[src/rtl/flex_counter_pro.sv]
// flex_counter_pro: prescaled up/down counter with wrap, saturate and
// one-shot terminal behaviour, synchronous clear/load, a registered
// rollover flag, a one-cycle rollover pulse and a sticky done flag.
// Count sequence runs between L = START_VALUE and H = rollover_value.
// Per-cycle priority: halt > clear > load > count_enable.
module flex_counter_pro #(
   parameter int NUM_CNT_BITS  = 4,
   parameter int PRESCALE_BITS = 4,
   parameter int START_VALUE   = 1
) (
   input  logic                     clk,
   input  logic                     n_rst,
   input  logic                     count_enable,
   input  logic                     clear,
   input  logic                     halt,
   input  logic                     load,
   input  logic [NUM_CNT_BITS-1:0]  load_value,
   input  logic [NUM_CNT_BITS-1:0]  rollover_value,
   input  logic [PRESCALE_BITS-1:0] prescale_value,
   input  logic                     dir,
   input  logic [1:0]               mode,
   output logic [NUM_CNT_BITS-1:0]  count_out,
   output logic                     rollover_flag,
   output logic                     rollover_pulse,
   output logic                     done
);

   // Terminal-count behaviour; encoding 11 behaves as wrap.
   typedef enum logic [1:0] {
      MODE_WRAP     = 2'b00,
      MODE_SAT      = 2'b01,
      MODE_ONESHOT  = 2'b10,
      MODE_WRAP_ALT = 2'b11
   } mode_t;

   localparam logic [NUM_CNT_BITS-1:0]  L_VAL    = NUM_CNT_BITS'(START_VALUE);
   localparam logic [NUM_CNT_BITS-1:0]  CNT_ONE  = NUM_CNT_BITS'(1);
   localparam logic [PRESCALE_BITS-1:0] PRE_ONE  = PRESCALE_BITS'(1);
   localparam logic [PRESCALE_BITS-1:0] PRE_ZERO = '0;

   logic [NUM_CNT_BITS-1:0]  count_q,     count_n;
   logic [PRESCALE_BITS-1:0] prescaler_q, prescaler_n;
   logic                     flag_q,      flag_n;
   logic                     pulse_q,     pulse_n;
   logic                     done_q,      done_n;

   logic [NUM_CNT_BITS-1:0]  start_val;
   logic [NUM_CNT_BITS-1:0]  step_val;
   logic                     cur_term;
   logic                     tick;
   mode_t                    mode_sel;

   // Terminal test uses >= / <= so a count left outside [L,H] (bound
   // lowered under it, or an out-of-range load) is treated as terminal.
   function automatic logic is_terminal(input logic [NUM_CNT_BITS-1:0] c,
                                        input logic                    down,
                                        input logic [NUM_CNT_BITS-1:0] hi);
      if (down) return (c <= L_VAL);
      else      return (c >= hi);
   endfunction

   assign mode_sel  = mode_t'(mode);
   assign start_val = dir ? rollover_value : L_VAL;
   assign step_val  = dir ? (count_q - CNT_ONE) : (count_q + CNT_ONE);
   assign cur_term  = is_terminal(count_q, dir, rollover_value);
   // >= so that lowering prescale_value below the running prescaler
   // still ticks on the next enable instead of waiting for wraparound.
   assign tick      = count_enable && (prescaler_q >= prescale_value);

   // Next-state logic: holds by default, pulse defaults low.
   always_comb begin
      count_n     = count_q;
      prescaler_n = prescaler_q;
      flag_n      = flag_q;
      pulse_n     = 1'b0;
      done_n      = done_q;

      if (halt) begin
         // everything frozen, pulse forced low
      end else if (clear) begin
         count_n     = start_val;
         prescaler_n = PRE_ZERO;
         done_n      = 1'b0;
         flag_n      = is_terminal(start_val, dir, rollover_value);
      end else if (load) begin
         count_n     = load_value;
         prescaler_n = PRE_ZERO;
         done_n      = 1'b0;
         flag_n      = is_terminal(load_value, dir, rollover_value);
      end else if (count_enable) begin
         prescaler_n = tick ? PRE_ZERO : (prescaler_q + PRE_ONE);
         if (tick && !done_q) begin
            if (!cur_term) begin
               count_n = step_val;
               flag_n  = is_terminal(step_val, dir, rollover_value);
               pulse_n = is_terminal(step_val, dir, rollover_value);
            end else begin
               case (mode_sel)
                  MODE_SAT: begin
                     flag_n = 1'b1;
                  end
                  MODE_ONESHOT: begin
                     count_n = start_val;
                     flag_n  = is_terminal(start_val, dir, rollover_value);
                     done_n  = 1'b1;
                  end
                  default: begin
                     // wrap (00 and 11); pulses again only when L >= H
                     count_n = start_val;
                     flag_n  = is_terminal(start_val, dir, rollover_value);
                     pulse_n = is_terminal(start_val, dir, rollover_value);
                  end
               endcase
            end
         end
      end
   end

   // State registers with asynchronous active-low reset.
   always_ff @(posedge clk or negedge n_rst) begin
      if (!n_rst) begin
         count_q     <= L_VAL;
         prescaler_q <= PRE_ZERO;
         flag_q      <= 1'b0;
         pulse_q     <= 1'b0;
         done_q      <= 1'b0;
      end else begin
         count_q     <= count_n;
         prescaler_q <= prescaler_n;
         flag_q      <= flag_n;
         pulse_q     <= pulse_n;
         done_q      <= done_n;
      end
   end

   assign count_out      = count_q;
   assign rollover_flag  = flag_q;
   assign rollover_pulse = pulse_q;
   assign done           = done_q;

endmodule

[config.mk]
export PLATFORM = sky130hd
export DESIGN_NAME = flex_counter_pro
export DESIGN_NICKNAME = d
export VERILOG_FILES = /design/src/rtl/flex_counter_pro.sv
export SDC_FILE = /design/constraint.sdc
export NUM_CORES = 1
export LEC_CHECK = 0
export CORE_ASPECT_RATIO = 1.1
export CORE_MARGIN = 4
export CORE_UTILIZATION = 45
export DETAILED_ROUTE_END_ITERATION = 8
export PLACE_DENSITY_LB_ADDON = 0.08
export SYNTH_ARGS = -nofsm -noshare
export SYNTH_HDL_FRONTEND = slang
export SYNTH_SLANG_ARGS = --single-unit
[constraint.sdc]
create_clock -name clk -period 2.8 [get_ports clk]
set_clock_uncertainty 0.1 [all_clocks]
set_input_delay 0.28 -clock clk [delete_from_list [all_inputs] [get_ports clk]]
set_output_delay 0.28 -clock clk [all_outputs]
set_load 0.01 [all_outputs]
* Yosys cells after proc, flatten, opt, wreduce, memory -nomap -nowiden *
Cells that the tools add are included.

cells by class
  magnitude comparators = 9
  muxes and demuxes = 35
  equality and inequality tests = 3
  $add $sub $neg = 3
  bitwise gates (word level) = 1
  reduce and logical (&&, ||, !) cells = 12

operator list
  cell                   count
  $mux W4                12
  $mux W1                23
  $ge A4 B4 Y1           5
  $le A4 B1 Y1 const B   4
  $reduce_bool A3 Y1     4
  $add A4 B1 Y4 const B  2
  $reduce_and A5 Y1      1
  $ne A4 B4 Y1 const B   1
  $reduce_and A4 Y1      1
  $sub A4 B1 Y4 const B  1
  $reduce_and A3 Y1      1
  $eq A2 B1 Y1 const B   1
  $eq A2 B2 Y1 const B   1
  $logic_and A1 B1 Y1    2
  $reduce_and A2 Y1      1
  $reduce_or A2 Y1       1
  $logic_not A1 Y1       1
  $not A1 Y1             1

word-level totals
  bits in registers = 11
  logic and storage cells = 68

* Logic depth before layout (Yosys ltp) *
  word-level depth = 10
  depth in mapped cells = 10

* Worst setup path before layout *
OpenSTA, ideal clock, no wires.

  path kind = reg-to-reg
  start = reg count_q[0] (netlist: count_out[0])
  end = reg flag_q (netlist: rollover_flag)
  slack = 186 ps
  required time = 2,618 ps
  cell stages (with the launch flop) = 10
  period minus slack after synthesis = 2,614 ps
  library setup time = 82 ps
  data arrival time = 2,432 ps
  cell sequence = dfstp_2 -> inv_1 -> ha_1 -> xor2_1 -> ha_1 -> a211o_1 -> a21oi_1 -> o32a_1 -> or4_1 -> a31oi_1

between the ends
  word-level cells in the longest chain between the ends = 9
  elaborated cells on any way between the ends = 14
  classes of those cells = add/sub: 2; order compare: 4; mux: 8

RTL lines
  what                                            RTL line  RTL
  start: declaration                              41        logic [NUM_CNT_BITS-1:0] count_q, count_n;
  start signal: assignment                        128       count_q <= count_n;
  $add A4 B1 Y4 or $sub A4 B1 Y4 (tied branches)  64        assign step_val = dir ? (count_q - CNT_ONE) : (count_q + CNT_ONE);
  $mux W4                                         64
  $ge A4 B4 Y1 or $le A4 B1 Y1 (tied branches)    59, 58
  $mux W1                                         58        if (down) return (c <= L_VAL);
  $mux W1 (*)                                     93        if (!cur_term) begin
  $mux W1 (*)                                     92        if (tick && !done_q) begin
  $mux W1 (*)                                     90        end else if (count_enable) begin
  $mux W1 (*)                                     85        end else if (load) begin
  $mux W1 (*)                                     80        end else if (clear) begin
  end signal: assignment                          130       flag_q <= flag_n;
  end: declaration                                43        logic flag_q, flag_n;

Every way passes the cells marked *; elsewhere a longest branch is shown, timed or not. The select of a mux whose other input is x is not followed.
A chain may end at the register's enable or synchronous reset.

* Final worst setup path *
Same ends and word-level chain as after synthesis.

==> run_results.csv <==
group,metric,value,unit
final_layout,syn2layout_area_growth,33.5,%
pwr,irDropWorstVdd,0.456,mV
synthesis,synth_area,1250,µm²
drt,wl_per_cell,14.4,µm
clocking,cts.clk_slew.worst_paths,70,ps
synthesis,synthXorXnorAreaFrac,2.81,%
synthesis,synth-main-ff-cell,"dfrtp_1",
floorplanning,rows,19,
floorplanning,start_util,48.6,%
synthesis,synthCells,146,
timing,clock.fmax,0.370,GHz
final_layout,final_cell_mix,"clkdlybuf4s50_1, ha_1, inv_1",
global_route,grt_pass1_wl,5440,µm
timing,hold_slack,254,ps
drt,drt-vias-per-instance,5.61,
clocking,h-tree-depth,1,
placed_design,post-place-cells,213,
final_layout,antennaDiodeCount,0,
global_route,grt_usage,18.4,%
clocking,cts.path.max_buffers,2,
setup_path,cp-end-kind,"flip-flop",
floorplanning,io_pins,28,
global_route,grt_max_degree,17,
placed_design,pre_cts_slack,-3.90,ps
timing,tightest_slew,519,ps
synthesis,ys_seq_area_share,22.1,%
flow_run,drv_cap,0,
final_layout,drive_gt1_share,14.0,%
timing,finalHoldViolCount,0,
synthesis,synth.distinct_cells,43,
worst_hold_path,min_path_type,"primary input to asynchronous set/reset pin",
clocking,cts_made_buffers,3,
drt,dr.pass1.iters,4,
setup_path,cp_data_required_time,2880,ps
synthesis,syn_avg_cell_area,8.55,µm²
timing,relSlewSlack,65.3,%
global_route,grt_use_met3,4.49,%
timing,post-route-min-period,2700,ps
pwr,p_leak,0.798,nW
clocking,clock-root-buffer,"clkbuf_4",
setup_path,critPathLaunchType,"flip-flop",
placed_design,gp_congestion,0.830,
setup_path,cp_data_arrival_time,2780,ps
pwr,p_per_area,471,nW/µm²
final_layout,fillers,233,
synthesis,synth_top_cells_by_area,"ha_1, dfrtp_1, inv_1",
clocking,cts_tree,"yes",
synthesis,synth_seq_cells,11,
final_layout,utilization,64.9,%
final_layout,ff_latch_area,278,µm²
final_layout,layout_commonest_cell,"clkdlybuf4s50_1",
global_route,antenna_found_initial,0,
synthesis,synth-simple-area-share,19.9,%
drt,vias,1218,
clocking,clock_latency,260,ps
synthesis,synthArstFlopShare,100,%
drt,antenna_left,0,
floorplanning,fp.dieW,58.2,µm
drt,drc,0,
drt,drt_first_iter_violations,35,
drt,wl,3120,µm
global_route,met2_usage,30.6,%
global_route,grt_pass1_vias,1236,
status,status,"finished, final reports clean",
setup_path,r2r_cells,10,
global_route,grt.busiest_layer,"met2",
timing,period_share,96.4,%
placed_design,dp_hpwl,2630,µm
synthesis,synth_edf_count,0,
clocking,holdBufCountCts,0,
timing,slew_violations,0,
final_layout,multi_input_area,881,µm²
setup_path,critPathKind,"flip-flop to flip-flop",
floorplanning,die-area,3680,µm²
final_layout,fin_nets,230,
placed_design,portBuffers,27,
final_layout,layoutNonFillerInstCount,217,
synthesis,synth_top_family_by_area,"adder cells",
synthesis,synth_top_cell_area_share,22.0,%
synthesis,synth_mux_area_share,5.01,%
setup_path,cp_max_fo,4,
synthesis,synth_compound_area_share,20.7,%
global_route,grt-ovfl-total,0,
clocking,cts.sinks,11,
floorplanning,die_h,63.3,µm
synthesis,syn_nets,189,
timing,setup_viol,0,
synthesis,synth_fa_ha_area_share,22.0,%
timing,worst_slack,100,ps
synthesis,synth_area_leader_cell,"ha_1",
floorplanning,core-area,2570,µm²
synthesis,ys_warn_count,0,
global_route,use_met1,22.9,%
metrics by stage:
stage | power, mW | cell area, µm² | TNS, ps
after floorplan | 0.492 | 1250 | 0
after global placement | 0.671 | 1640 | 0
after detailed placement | 0.684 | 1640 | -3.90
after CTS | 0.791 | 1670 | 0
after global routing | 0.861 | 1670 | -1.65
final | 0.786 | 1670 | 0
flip-flops by register name (all words and copies together), names as in the netlist:
name and count:
count_out 4, prescaler_q 4, done 1, rollover_flag 1, rollover_pulse 1
worst paths after layout:
kind | startpoint | endpoint | slack [ps]
setup / recovery | count_out[0]$_DFFE_PN1P_ | rollover_flag$_DFFE_PN0P_ | 100
hold / removal | n_rst | prescaler_q[2]$_DFFE_PN0P_ | 250
setup reg to reg | count_out[0]$_DFFE_PN1P_ | rollover_flag$_DFFE_PN0P_ | 100
hold reg to reg | prescaler_q[3]$_DFFE_PN0P_ | prescaler_q[3]$_DFFE_PN0P_ | 440
max in group asynchronous | n_rst | count_out[1]$_DFFE_PN0P_ | 1990
min in group clk | prescaler_q[3]$_DFFE_PN0P_ | prescaler_q[3]$_DFFE_PN0P_ | 440
cells in the mapped netlist (all sizes together) (3+ instances only):
master / count
nor3: 7
dfrtp: 10
nand2: 8
a21oi: 4
a31oi: 6
mux2i: 4
or4: 3
nand2b: 5
clkbuf: 4
ha: 22
nor2: 11
inv: 16
o21ai: 6
nand3: 3
critical path: stages (launching register included):
cell and delay, ps:
dfstp_2 530, inv_1 80, ha_1 220, mux2i_1 170, xnor2_1 200, ha_1 240
o21a_1 140, a21oi_1 70, o32a_1 200, or4_1 500, a31oi_1 160
final cells by class:
type,instances,share of cell area [%]
inverter,16,3.60
multi-input combinational,113,52.9
clock buffer,4,1.58
sequential,11,16.7
timing repair buffer,42,23.0
tap,31,2.33
metal layers:
metal  up-vias  share of wire [%]  routed length [µm]
met5         -                  0                   0
met4         0                1.8                  56
met3         8                7.0                 220
met2        39                 50                1550
met1       557                 42                1300
li1        614                  -                   -
timing repair:
item / in CTS / in global routing
resized for setup: 0 / 1
endpoints found under the setup margin: 0 / 1
setup buffers: 0 / 0
logic make-up after synthesis:
| kind of cell | after synthesis |
|---|---|
| and+or+nand+nor | 45 |
| buffers and inverters | 22 |
| AOI/OAI and AO/OA | 36 |
| DFF | 11 |
| adders and majority gates | 22 |
| xor gates and xnor gates | 4 |
| muxes | 6 |
where the power goes:
part	total, mW	internal [mW]	leakage [nW]	switching [mW]
Combinational	0.459	0.242	0.643	0.217
Clock	0.102	0.0549	0.0150	0.0469
Sequential	0.225	0.184	0.141	0.0409
(Power assumes the default switching activity.)
